**config.mk**
```make
export PLATFORM = sky130hd
export DESIGN_NAME = spi_slave_ctrl
export DESIGN_NICKNAME = d
export VERILOG_FILES = /design/src/rtl/spi_slave_ctrl.sv
export SDC_FILE = /design/constraint.sdc
export NUM_CORES = 1
export LEC_CHECK = 0
export BUFFER_PORTS_ARGS = -buffer_cell sky130_fd_sc_hd__buf_4
export CELL_PAD_IN_SITES_DETAIL_PLACEMENT = 1
export CELL_PAD_IN_SITES_GLOBAL_PLACEMENT = 1
export CORE_MARGIN = 2
export CORE_UTILIZATION = 41
export DETAILED_ROUTE_END_ITERATION = 8
export PLACE_DENSITY_LB_ADDON = 0.12
export SYNTH_ARGS = -nofsm -noshare
export SYNTH_HDL_FRONTEND = slang
export SYNTH_SLANG_ARGS = --single-unit
export TNS_END_PERCENT = 100
```
**constraint.sdc**
```tcl
create_clock -name sys_clk -period 1.7 [get_ports sys_clk]
set_clock_uncertainty 0.1 [all_clocks]
set_input_delay 0.255 -clock sys_clk [delete_from_list [all_inputs] [get_ports sys_clk]]
set_output_delay 0.255 -clock sys_clk [all_outputs]
set_load 0.05 [all_outputs]
```
**src/rtl/spi_slave_ctrl.sv**
```systemverilog
// spi_slave_ctrl
// Oversampled SPI slave with the whole design in the sys_clk domain.
// The SS, SCK and MOSI pins are synchronized, and SCK edges are detected
// from the synchronized samples. All four CPOL/CPHA modes are supported,
// and words may run back to back while SS stays low.
//
// Ports:
//   sys_clk, rst_n        system clock, asynchronous active-low reset
//   cpol, cpha            SPI mode, latched only while idle
//   SS, SCK, MOSI         asynchronous SPI pins from the master
//   MISO, miso_oe         slave data out and its drive enable
//   tx_data/valid/ready   one-entry transmit holding register
//   rx_data/valid/ready   received word, held until accepted
//   rx_overrun            pulse: word finished while rx_data still unread
//   tx_underrun           pulse: shifter loaded while TX register empty
//   busy                  transfer in progress (FSM ACTIVE)
module spi_slave_ctrl #(
  parameter int DATA_LENGTH = 8,
  parameter int MSB_FIRST   = 0,
  parameter int SYNC_STAGES = 2
) (
  input  logic                   sys_clk,
  input  logic                   rst_n,
  input  logic                   cpol,
  input  logic                   cpha,
  input  logic                   SS,
  input  logic                   SCK,
  input  logic                   MOSI,
  output logic                   MISO,
  output logic                   miso_oe,
  input  logic [DATA_LENGTH-1:0] tx_data,
  input  logic                   tx_valid,
  output logic                   tx_ready,
  output logic [DATA_LENGTH-1:0] rx_data,
  output logic                   rx_valid,
  input  logic                   rx_ready,
  output logic                   rx_overrun,
  output logic                   tx_underrun,
  output logic                   busy
);

  localparam int CW = $clog2(DATA_LENGTH + 1);
  localparam logic [CW-1:0] LAST_BIT = CW'(DATA_LENGTH - 1);

  typedef enum logic {IDLE, ACTIVE} state_t;
  state_t r_state, w_nextState;

  logic [SYNC_STAGES-1:0] r_ssSync, r_sckSync, r_mosiSync, r_flush;
  logic                   r_ssPrev, r_sckPrev;
  logic [1:0]             r_mode;
  logic [CW-1:0]          r_bitCnt;
  logic [DATA_LENGTH-1:0] r_txShift, r_rxShift, r_txData, r_rxData;
  logic                   r_txReady, r_rxValid, r_rxOverrun, r_txUnderrun;

  logic w_ss, w_sck, w_mosi, w_ssFall, w_sckRise, w_sckFall;
  logic w_leadEdge, w_trailEdge, w_sampleEdge, w_shiftEdge;
  logic w_active, w_enter, w_sample, w_complete, w_load, w_advance, w_txBit;
  logic [DATA_LENGTH-1:0] w_rxNext, w_txNext;

  // Pin synchronizers and edge-history flops.
  // r_flush marks the point where the synchronizer chains hold real pin
  // values again after reset. Until then r_ssPrev is held low. As a result,
  // an SS line that was already low through reset never shows up as a
  // falling edge. The master must raise SS and lower it again first.
  always_ff @(posedge sys_clk or negedge rst_n) begin
    if (!rst_n) begin
      r_ssSync   <= '1;
      r_sckSync  <= '0;
      r_mosiSync <= '0;
      r_flush    <= '0;
      r_ssPrev   <= 1'b0;
      r_sckPrev  <= 1'b0;
    end else begin
      r_ssSync   <= {r_ssSync[SYNC_STAGES-2:0], SS};
      r_sckSync  <= {r_sckSync[SYNC_STAGES-2:0], SCK};
      r_mosiSync <= {r_mosiSync[SYNC_STAGES-2:0], MOSI};
      r_flush    <= {r_flush[SYNC_STAGES-2:0], 1'b1};
      r_ssPrev   <= r_flush[SYNC_STAGES-1] & w_ss;
      r_sckPrev  <= w_sck;
    end
  end

  assign w_ss      = r_ssSync[SYNC_STAGES-1];
  assign w_sck     = r_sckSync[SYNC_STAGES-1];
  assign w_mosi    = r_mosiSync[SYNC_STAGES-1];
  assign w_ssFall  = r_ssPrev & ~w_ss;
  assign w_sckRise = w_sck & ~r_sckPrev;
  assign w_sckFall = ~w_sck & r_sckPrev;

  // The leading edge moves SCK away from its idle (cpol) level.
  // cpha then selects which of the two edges samples data.
  assign w_leadEdge   = r_mode[1] ? w_sckFall : w_sckRise;
  assign w_trailEdge  = r_mode[1] ? w_sckRise : w_sckFall;
  assign w_sampleEdge = r_mode[0] ? w_trailEdge : w_leadEdge;
  assign w_shiftEdge  = r_mode[0] ? w_leadEdge : w_trailEdge;

  assign w_active   = (r_state == ACTIVE);
  assign w_enter    = ~w_active & w_ssFall;
  assign w_sample   = w_active & ~w_ss & w_sampleEdge;
  assign w_complete = w_sample & (r_bitCnt == LAST_BIT);
  assign w_load     = w_enter | w_complete;
  // A shift edge with bit_cnt = 0 belongs to no word bit. This covers the
  // first leading edge in cpha=1 and the trailing edge after each word.
  assign w_advance  = w_active & ~w_ss & w_shiftEdge & (r_bitCnt != '0);

  generate
    if (MSB_FIRST != 0) begin : g_msbFirst
      assign w_rxNext = {r_rxShift[DATA_LENGTH-2:0], w_mosi};
      assign w_txNext = {r_txShift[DATA_LENGTH-2:0], 1'b0};
      assign w_txBit  = r_txShift[DATA_LENGTH-1];
    end else begin : g_lsbFirst
      assign w_rxNext = {w_mosi, r_rxShift[DATA_LENGTH-1:1]};
      assign w_txNext = {1'b0, r_txShift[DATA_LENGTH-1:1]};
      assign w_txBit  = r_txShift[0];
    end
  endgenerate

  // State register.
  always_ff @(posedge sys_clk or negedge rst_n) begin
    if (!rst_n) r_state <= IDLE;
    else        r_state <= w_nextState;
  end

  // Next-state logic.
  always_comb begin
    w_nextState = r_state;
    case (r_state)
      IDLE:    if (w_ssFall) w_nextState = ACTIVE;
      ACTIVE:  if (w_ss)     w_nextState = IDLE;
      default: w_nextState = IDLE;
    endcase
  end

  // FSM outputs.
  always_comb begin
    busy    = w_active;
    miso_oe = ~w_ss;
    MISO    = w_active & w_txBit;
  end

  // Datapath: mode latch, TX holding register, shifters, bit counter and
  // the RX handshake.
  always_ff @(posedge sys_clk or negedge rst_n) begin
    if (!rst_n) begin
      r_mode       <= 2'b00;
      r_bitCnt     <= '0;
      r_txShift    <= '0;
      r_rxShift    <= '0;
      r_txData     <= '0;
      r_rxData     <= '0;
      r_txReady    <= 1'b1;
      r_rxValid    <= 1'b0;
      r_rxOverrun  <= 1'b0;
      r_txUnderrun <= 1'b0;
    end else begin
      r_rxOverrun  <= 1'b0;
      r_txUnderrun <= 1'b0;

      if (!w_active) r_mode <= {cpol, cpha};

      // A load from a full register frees it. When the register is already
      // empty, a capture in the same cycle still takes the new word, while
      // the load receives zeros.
      if (w_load && !r_txReady) begin
        r_txReady <= 1'b1;
      end else if (tx_valid && r_txReady) begin
        r_txData  <= tx_data;
        r_txReady <= 1'b0;
      end

      if (w_load) begin
        if (!r_txReady) begin
          r_txShift <= r_txData;
        end else begin
          r_txShift    <= '0;
          r_txUnderrun <= 1'b1;
        end
      end else if (w_advance) begin
        r_txShift <= w_txNext;
      end

      if (w_enter || (w_active && w_ss)) begin
        r_bitCnt <= '0;
      end else if (w_sample) begin
        r_rxShift <= w_rxNext;
        r_bitCnt  <= w_complete ? '0 : r_bitCnt + 1'b1;
      end

      if (w_complete) begin
        if (!r_rxValid || rx_ready) begin
          r_rxData  <= w_rxNext;
          r_rxValid <= 1'b1;
        end else begin
          r_rxOverrun <= 1'b1;
        end
      end else if (r_rxValid && rx_ready) begin
        r_rxValid <= 1'b0;
      end
    end
  end

  assign tx_ready    = r_txReady;
  assign rx_data     = r_rxData;
  assign rx_valid    = r_rxValid;
  assign rx_overrun  = r_rxOverrun;
  assign tx_underrun = r_txUnderrun;

endmodule

```
==> results of run 1 <==
==> kinds of logic (layout without fill, tap and decap cells) <==
| group | after synthesis | count (layout) |
|---|---|---|
| XOR/XNOR | 2 | 2 |
| multiplexers | 31 | 31 |
| adder cells (fa/ha/maj) | 2 | 2 |
| other | 1 | 1 |
| AO/OA/AOI/OAI | 14 | 14 |
| buffers and inverters | 8 | 66 |
| flip-flops | 52 | 52 |
| AND/OR/NAND/NOR | 49 | 49 |
==> sequential cells by signal, summed over array words and instances (netlist names) <==
signal and cells:
r_bitCnt 4, r_mosiSync 2, r_rxShift 7, r_flush 2, r_ssSync 2, r_txData 8
busy 1, r_ssPrev 1, r_txShift 8, r_sckSync 2, rx_overrun 1, rx_valid 1
r_sckPrev 1, tx_ready 1, tx_underrun 1, r_mode 2, rx_data 8
==> cell usage in the layout, fill, tap and decap left out, types with 2 or more instances in the layout <==
master,n
sky130_fd_sc_hd__and2_1,3
sky130_fd_sc_hd__buf_4,49
sky130_fd_sc_hd__clkbuf_1,2
sky130_fd_sc_hd__clkbuf_8,5
sky130_fd_sc_hd__dfrtp_1,48
sky130_fd_sc_hd__dfstp_2,3
sky130_fd_sc_hd__dlygate4sd3_1,5
sky130_fd_sc_hd__ha_1,2
sky130_fd_sc_hd__inv_1,3
sky130_fd_sc_hd__mux2_2,24
sky130_fd_sc_hd__mux2_4,2
sky130_fd_sc_hd__mux2i_1,4
sky130_fd_sc_hd__nand2_1,9
sky130_fd_sc_hd__nand2b_1,3
sky130_fd_sc_hd__nand3_1,17
sky130_fd_sc_hd__nor2_1,3
sky130_fd_sc_hd__nor2b_1,3
sky130_fd_sc_hd__o21ai_1,2
sky130_fd_sc_hd__o21ai_2,5
==> stage by stage <==
step,std cells,utilization,area [um2],setup TNS [ns]
2_1_floorplan,159,-,2120,-1.74
3_3_place_gp,271,0.502,2530,-1.75
3_5_place_dp,271,0.502,2530,-2.70
4_1_cts,286,0.538,2710,-1.99
5_1_grt,287,0.541,2730,-3.95
6_report,287,0.541,2730,-2.03
==> repair_timing <==
item                                    in CTS  in global routing
setup buffers                                2                  1
pin swaps                                    4                  1
hold endpoints to repair                    53                  0
hold buffers                                 5                  0
gates resized for setup                     15                  2
endpoints found under the setup margin      24                 26
==> routing by layer <==
layer	up-vias	GRT usage
li1	660	-
met1	712	0.210
met2	22	0.290
met3	4	0.0423
met4	0	0.0585
met5	-	0
==> where the power goes <==
group	switching (mW)	leakage (nW)	total (mW)	internal, mW
Combinational	0.163	0.614	0.360	0.197
Sequential	0.107	0.662	1.51	1.40
Clock	0.379	0.0422	0.669	0.290
==> worst reg2reg max path, delay by kind of cell (launching register included) <==
family | cells | cell delay, ns
multiplexers | 2 | 0.57
flip-flops | 1 | 0.42
AND/OR/NAND/NOR | 2 | 0.28
XOR/XNOR | 1 | 0.21
buffers and inverters | 1 | 0.17
==> path summary, 6_finish.rpt <==
kind,to,cells after the start,slack (ns),startpoint
worst min-delay path,r_txData[1],2,0.08,tx_data[1]
max in group asynchronous,busy,2,0.60,rst_n
min in group asynchronous,rx_data[0],2,0.42,rst_n
worst min register to register,r_sckSync[1],0,0.25,r_sckSync[0]
worst max-delay path,rx_data[4],6,-0.14,r_mode[1]
worst max register to register,rx_data[4],6,-0.14,r_mode[1]
==> area by class of cell <==
cell class	instances	area, um2
clock buffer	7	76.3
timing repair buffer	55	429
sequential	52	1310
inverter	3	11.3
tap	70	87.6
fill	526	2320
multi-input combinational	99	811
clock inverter	1	5.00
==> flow_summary_export.csv, run 1 <==
group,metric,value,unit
sta,max_freq,0.542,GHz
setup_path,crit_chain,"xnor2_2, mux2_4, nand2_4, nor3b_4, buf_6, mux2_2",
power_and_ir_drop,post-layout-total-power,2.53,mW
setup_path,timing.critical_path.slowest_stage_cell,"sky130_fd_sc_hd__dfrtp_1",
power_and_ir_drop,power.ir.vdd_worst,0.396,mV
synth,synthArstFlopShare,1.00,
clock_network,cts_made_buffers,5,
flow_run,maxCapViolations,0,
final_layout,final_nets,235,
setup_path,worst-endpoint-required,1.79,ns
setup_path,crit_path_max_fanout,8,
sta,shortest_clock_period_the_worst_path_allows_after_layout,1.84,ns
final_layout,layout-area-overhead-vs-synth,29.3,%
synth,ys_seq_area_frac,0.619,
global_route,globalRoute.totalOverflow,0,
setup_path,cp_data_arrival_time,1.93,ns
synth,synth.avg_cell_area,13.3,um2
clock_network,clock_sink_count,52,
synth,synth-xor-area-share,0.0119,
synth,compound_cell_area_share_of_the_yosys_netlist,0.0392,
setup_path,timing.critical_path.max_delay_family,"multiplexers",
hold_path,min_path_type,"in -> reg",
floorplanning,top_level_ports,32,
floorplanning,initial_utilization,0.418,
synth,synth.yosys.warnings,0,
detailed_routing,first_pass_iters,4,
synth,synthTopCellsByCount,"sky130_fd_sc_hd__dfrtp_1 (49), sky130_fd_sc_hd__mux2_2 (25), sky130_fd_sc_hd__nand3_1 (18)",
detailed_routing,drc,0,
sta,fin_crit_sh,1.08,
placement,hpwlAfterDp,3.07,mm
clock_network,clkSlewWorstSetupHoldPaths,0.09,ns
detailed_routing,route.met3.wl,146,um
sta,worst_pin_slew,0.647,ns
detailed_routing,met2_length,2.24,mm
synth,synth.mux.area_fraction,0.165,
synth,synth_top_area_frac,0.582,
detailed_routing,wirelength,4.25,mm
synth,ys_dominant_reg_cell,"sky130_fd_sc_hd__dfrtp_1",
sta,grt_setup_unrepaired,"yes",
clock_network,clockRootBuffer,"sky130_fd_sc_hd__clkbuf_8",
detailed_routing,topRoutingLayerUsed,"met4",
sta,post-route-worst-setup-slack,-0.144,ns
synth,synthDominantAreaCellType,"sky130_fd_sc_hd__dfrtp_1",
synth,synth.lib_cells_used.distinct,34,
floorplanning,floorplan.rows,26,
detailed_routing,wl_per_cell,14.8,um
final_layout,antenna-diode-count,0,
global_route,grt_start_max_net_pins,53,
global_route,grt_antenna_before_repair,0,
clock_network,cts-htree-levels,2,
placement,port_buffers,31,
detailed_routing,drt-vias-per-instance,4.87,
outcome,outcome,"complete, but fails checks",
floorplanning,floorplan_die_height,75.7,um
setup_path,cpPeakStageDelay,0.42,ns
setup_path,critical_path.n_buffers_inverters,1,
synth,yosysMostFrequentCell,"sky130_fd_sc_hd__dfrtp_1",
detailed_routing,wirelength_met1,1.81,mm
clock_network,number_of_buffers_on_the_longest_clock_path,2,
sta,hold-worst-slack,0.0824,ns
setup_path,worst_setup_sp_type,"flop",
placement,finalWeightedCongestion,0.797,
synth,netlist_area,2110,um2
outcome,failing_checks,"setup timing",
floorplanning,core_area,5040,um2
power_and_ir_drop,power.static_leakage,1.32,nW
synth,synth_fa_ha_area_frac,0.0119,
detailed_routing,ant_nets,0,
global_route,wire_length_of_the_first_global_routing_pass,7.05,mm
clock_network,tritoncts,"done",
synth,synth_edf_count,0,
detailed_routing,dr.first_iter.drc_count,48,
synth,main_combinational_cell_family_by_area_after_synthesis,"multiplexers",
clock_network,clkLatencyLatePin,0.30,ns
synth,synth_nets,178,
sta,finalSetupViolCount,24,
global_route,vias_in_the_first_global_route,1494,
synth,largest_cells_by_area_after_synthesis,"sky130_fd_sc_hd__dfrtp_1 (58%), sky130_fd_sc_hd__mux2_2 (13%), sky130_fd_sc_hd__nand3_1 (4.3%)",
final_layout,final_layout_size_suffix_gt1_frac,0.456,
floorplanning,floorplan.die.width,75.7,um
synth,syn_inst,159,
sta,final_hold_viol_count,0,
placement,placement.setup.worst_slack,-0.169,ns
setup_path,endpoint_kind,"flop",
floorplanning,die_area,5730,um2
synth,yosys.area_share.simple,0.135,
power_and_ir_drop,power_density,930,nW/um2
setup_path,timing_worst_setup_path_type,"reg -> reg",
detailed_routing,via_count,1398,
synth,synth_seq_cells,52,
sta,timing.slew.headroom,0.569,
sta,timing.final.max_slew_violations,0,
global_route,groute.usage.overall,0.170,
(Power assumes the default switching activity.)
==> run 2, diff against run 1 <==
Settings changed: RECOVER_POWER from default to 50.
==> run 2 against run 1 <==
Compared with the run above:
- the run still ends with setup timing left
- final cell count stayed put
- via count grew 0.21%
- global-route usage stayed put
- critical endpoint is now rx_data[7]
==> flow_summary_export.csv, run 2 (synthesized netlist as in run 1, its figures left out) <==
group,metric,value,unit
global_route,grt_antenna_before_repair,0,
detailed_routing,wirelength,4.26,mm
flow_run,maxCapViolations,0,
outcome,outcome,"complete, but fails checks",
setup_path,r2r-end,"rx_data[7]",
sta,post-route-worst-setup-slack,-0.145,ns
floorplanning,floorplan.rows,26,
clock_network,cts_made_buffers,5,
power_and_ir_drop,pwr-share-seq,0.593,
placement,finalWeightedCongestion,0.797,
setup_path,critical_path.endpoint,"rx_data[7]",
detailed_routing,dr.first_iter.drc_count,45,
power_and_ir_drop,power.ir.vdd_worst,0.397,mV
final_layout,final_nets,235,
setup_path,reg2reg_depth,6,
global_route,vias_in_the_first_global_route,1494,
power_and_ir_drop,intPower,1.88,mW
final_layout,layout-area-overhead-vs-synth,29.1,%
hold_path,min_path_type,"in -> reg",
final_layout,layout.cell_area.non_filler,2720,um2
global_route,groute.usage.overall,0.170,
detailed_routing,wl_per_cell,14.9,um
sta,timing.final.max_slew_violations,0,
floorplanning,floorplan.die.width,75.7,um
detailed_routing,first_pass_iters,4,
setup_path,endpoint_kind,"flop",
power_and_ir_drop,power.share.switching,0.258,
sta,fin_crit_sh,1.09,
placement,placement.setup.worst_slack,-0.169,ns
sta,finalSetupViolCount,25,
sta,max_freq,0.542,GHz
detailed_routing,drc,0,
final_layout,final_util,0.540,
clock_network,tritoncts,"done",
sta,grt_setup_unrepaired,"yes",
setup_path,timing_worst_setup_path_type,"reg -> reg",
clock_network,clockRootBuffer,"sky130_fd_sc_hd__clkbuf_8",
final_layout,final_layout_size_suffix_gt1_frac,0.452,
placement,hpwlAfterDp,3.07,mm
floorplanning,initial_utilization,0.418,
sta,shortest_clock_period_the_worst_path_allows_after_layout,1.84,ns
clock_network,clock_sink_count,52,
sta,final_hold_viol_count,0,
hold_path,min-delay-start,"tx_data[1]",
placement,post_dp_cell_area,2530,um2
setup_path,worstSetupStartpoint,"r_mode[1]",
final_layout,antenna-diode-count,0,
power_and_ir_drop,power.switching,0.654,mW
detailed_routing,via_count,1401,
detailed_routing,drt-vias-per-instance,4.88,
clock_network,clkLatencyLatePin,0.30,ns
setup_path,worst-endpoint-required,1.79,ns
global_route,wire_length_of_the_first_global_routing_pass,7.05,mm
setup_path,r2r_path_start,"r_mode[1]",
global_route,globalRoute.totalOverflow,0,
power_and_ir_drop,combinationalPowerShare,0.141,
floorplanning,core_area,5040,um2
floorplanning,die_area,5730,um2
power_and_ir_drop,power_density,932,nW/um2
clock_network,clkSlewWorstSetupHoldPaths,0.09,ns
clock_network,cts-htree-levels,2,
power_and_ir_drop,power.static_leakage,1.31,nW
floorplanning,top_level_ports,32,
outcome,failing_checks,"setup timing",
global_route,grt_start_max_net_pins,53,
final_layout,most_common_cell_after_layout_fill_and_taps_aside,"sky130_fd_sc_hd__dfrtp_1",
setup_path,regToRegSetupSlack,-0.14,ns
setup_path,crit_path_max_fanout,8,
power_and_ir_drop,post-layout-total-power,2.54,mW
setup_path,cp_data_arrival_time,1.94,ns
setup_path,worst_setup_sp_type,"flop",
floorplanning,floorplan_die_height,75.7,um
sta,hold-worst-slack,0.0814,ns
power_and_ir_drop,p_clk_frac,0.265,
final_layout,most_frequent_cells_in_the_layout,"sky130_fd_sc_hd__dfrtp_1 (48), sky130_fd_sc_hd__buf_4 (44), sky130_fd_sc_hd__mux2_2 (24), sky130_fd_sc_hd__nand3_1 (17), sky130_fd_sc_hd__nand2_1 (9)",
sta,timing.slew.headroom,0.536,
detailed_routing,ant_nets,0,
final_layout,fillCellCount,527,
placement,port_buffers,31,
sta,worst_pin_slew,0.696,ns
clock_network,number_of_buffers_on_the_longest_clock_path,2,
-- run 2: worst min path at each step --
stage,slack (ns),to,cells after the start
after floorplan,-0.14,busy,0
after CTS,0.07,r_txData[0],2
after global routing,0.07,r_txData[6],2
after detailed placement,0.23,r_sckSync[1],1
after global placement,0.21,r_sckSync[1],1
final,0.08,r_txData[1],2
-- run 2: per-layer routing --
metal	share of wire	global-route usage
met4	0.015	0.0585
met2	0.52	0.290
met3	0.034	0.0423
met5	0	0
met1	0.43	0.210
-- run 2: layout make-up --
type	count	area, um2	share of cell area
multi-input cells	99	811	0.298
clock buffers	7	76.3	0.0280
clock inverters	1	5.00	0.00184
flip-flops and latches	52	1310	0.480
well taps	70	87.6	0.0322
inverters	3	11.3	0.00414
repair buffers	55	425	0.156
-- run 2: critical path: stages (launching register included) --
cell and delay [ns]:
sky130_fd_sc_hd__dfrtp_1 0.42, sky130_fd_sc_hd__xnor2_2 0.21, sky130_fd_sc_hd__mux2_4 0.23, sky130_fd_sc_hd__nand2_4 0.08, sky130_fd_sc_hd__nor3b_4 0.20, sky130_fd_sc_hd__buf_6 0.17
sky130_fd_sc_hd__mux2_2 0.34
-- run 2: through the flow --
step / std cells / setup TNS (ns)
detailed placement: 271 / -2.70
floorplan: 159 / -1.74
CTS: 286 / -1.99
global route: 287 / -4.24
global placement: 271 / -1.75
finish: 287 / -2.09
-- run 2: repair_timing --
item	in CTS	in global routing
setup endpoints to repair	24	26
pin swaps	4	1
gates resized for setup	15	2
hold endpoints to repair	53	0
setup buffers	2	1
hold buffers	5	0
-- run 2: power by group through the flow --
stage | clock [mW] | combinational, mW | sequential [mW]
5_1_grt | 0.751 | 0.402 | 1.53
2_1_floorplan | 0 | 0.215 | 1.50
3_5_place_dp | 0 | 0.340 | 1.52
6_report | 0.673 | 0.358 | 1.51
3_3_place_gp | 0 | 0.317 | 1.51
4_1_cts | 0.705 | 0.366 | 1.51
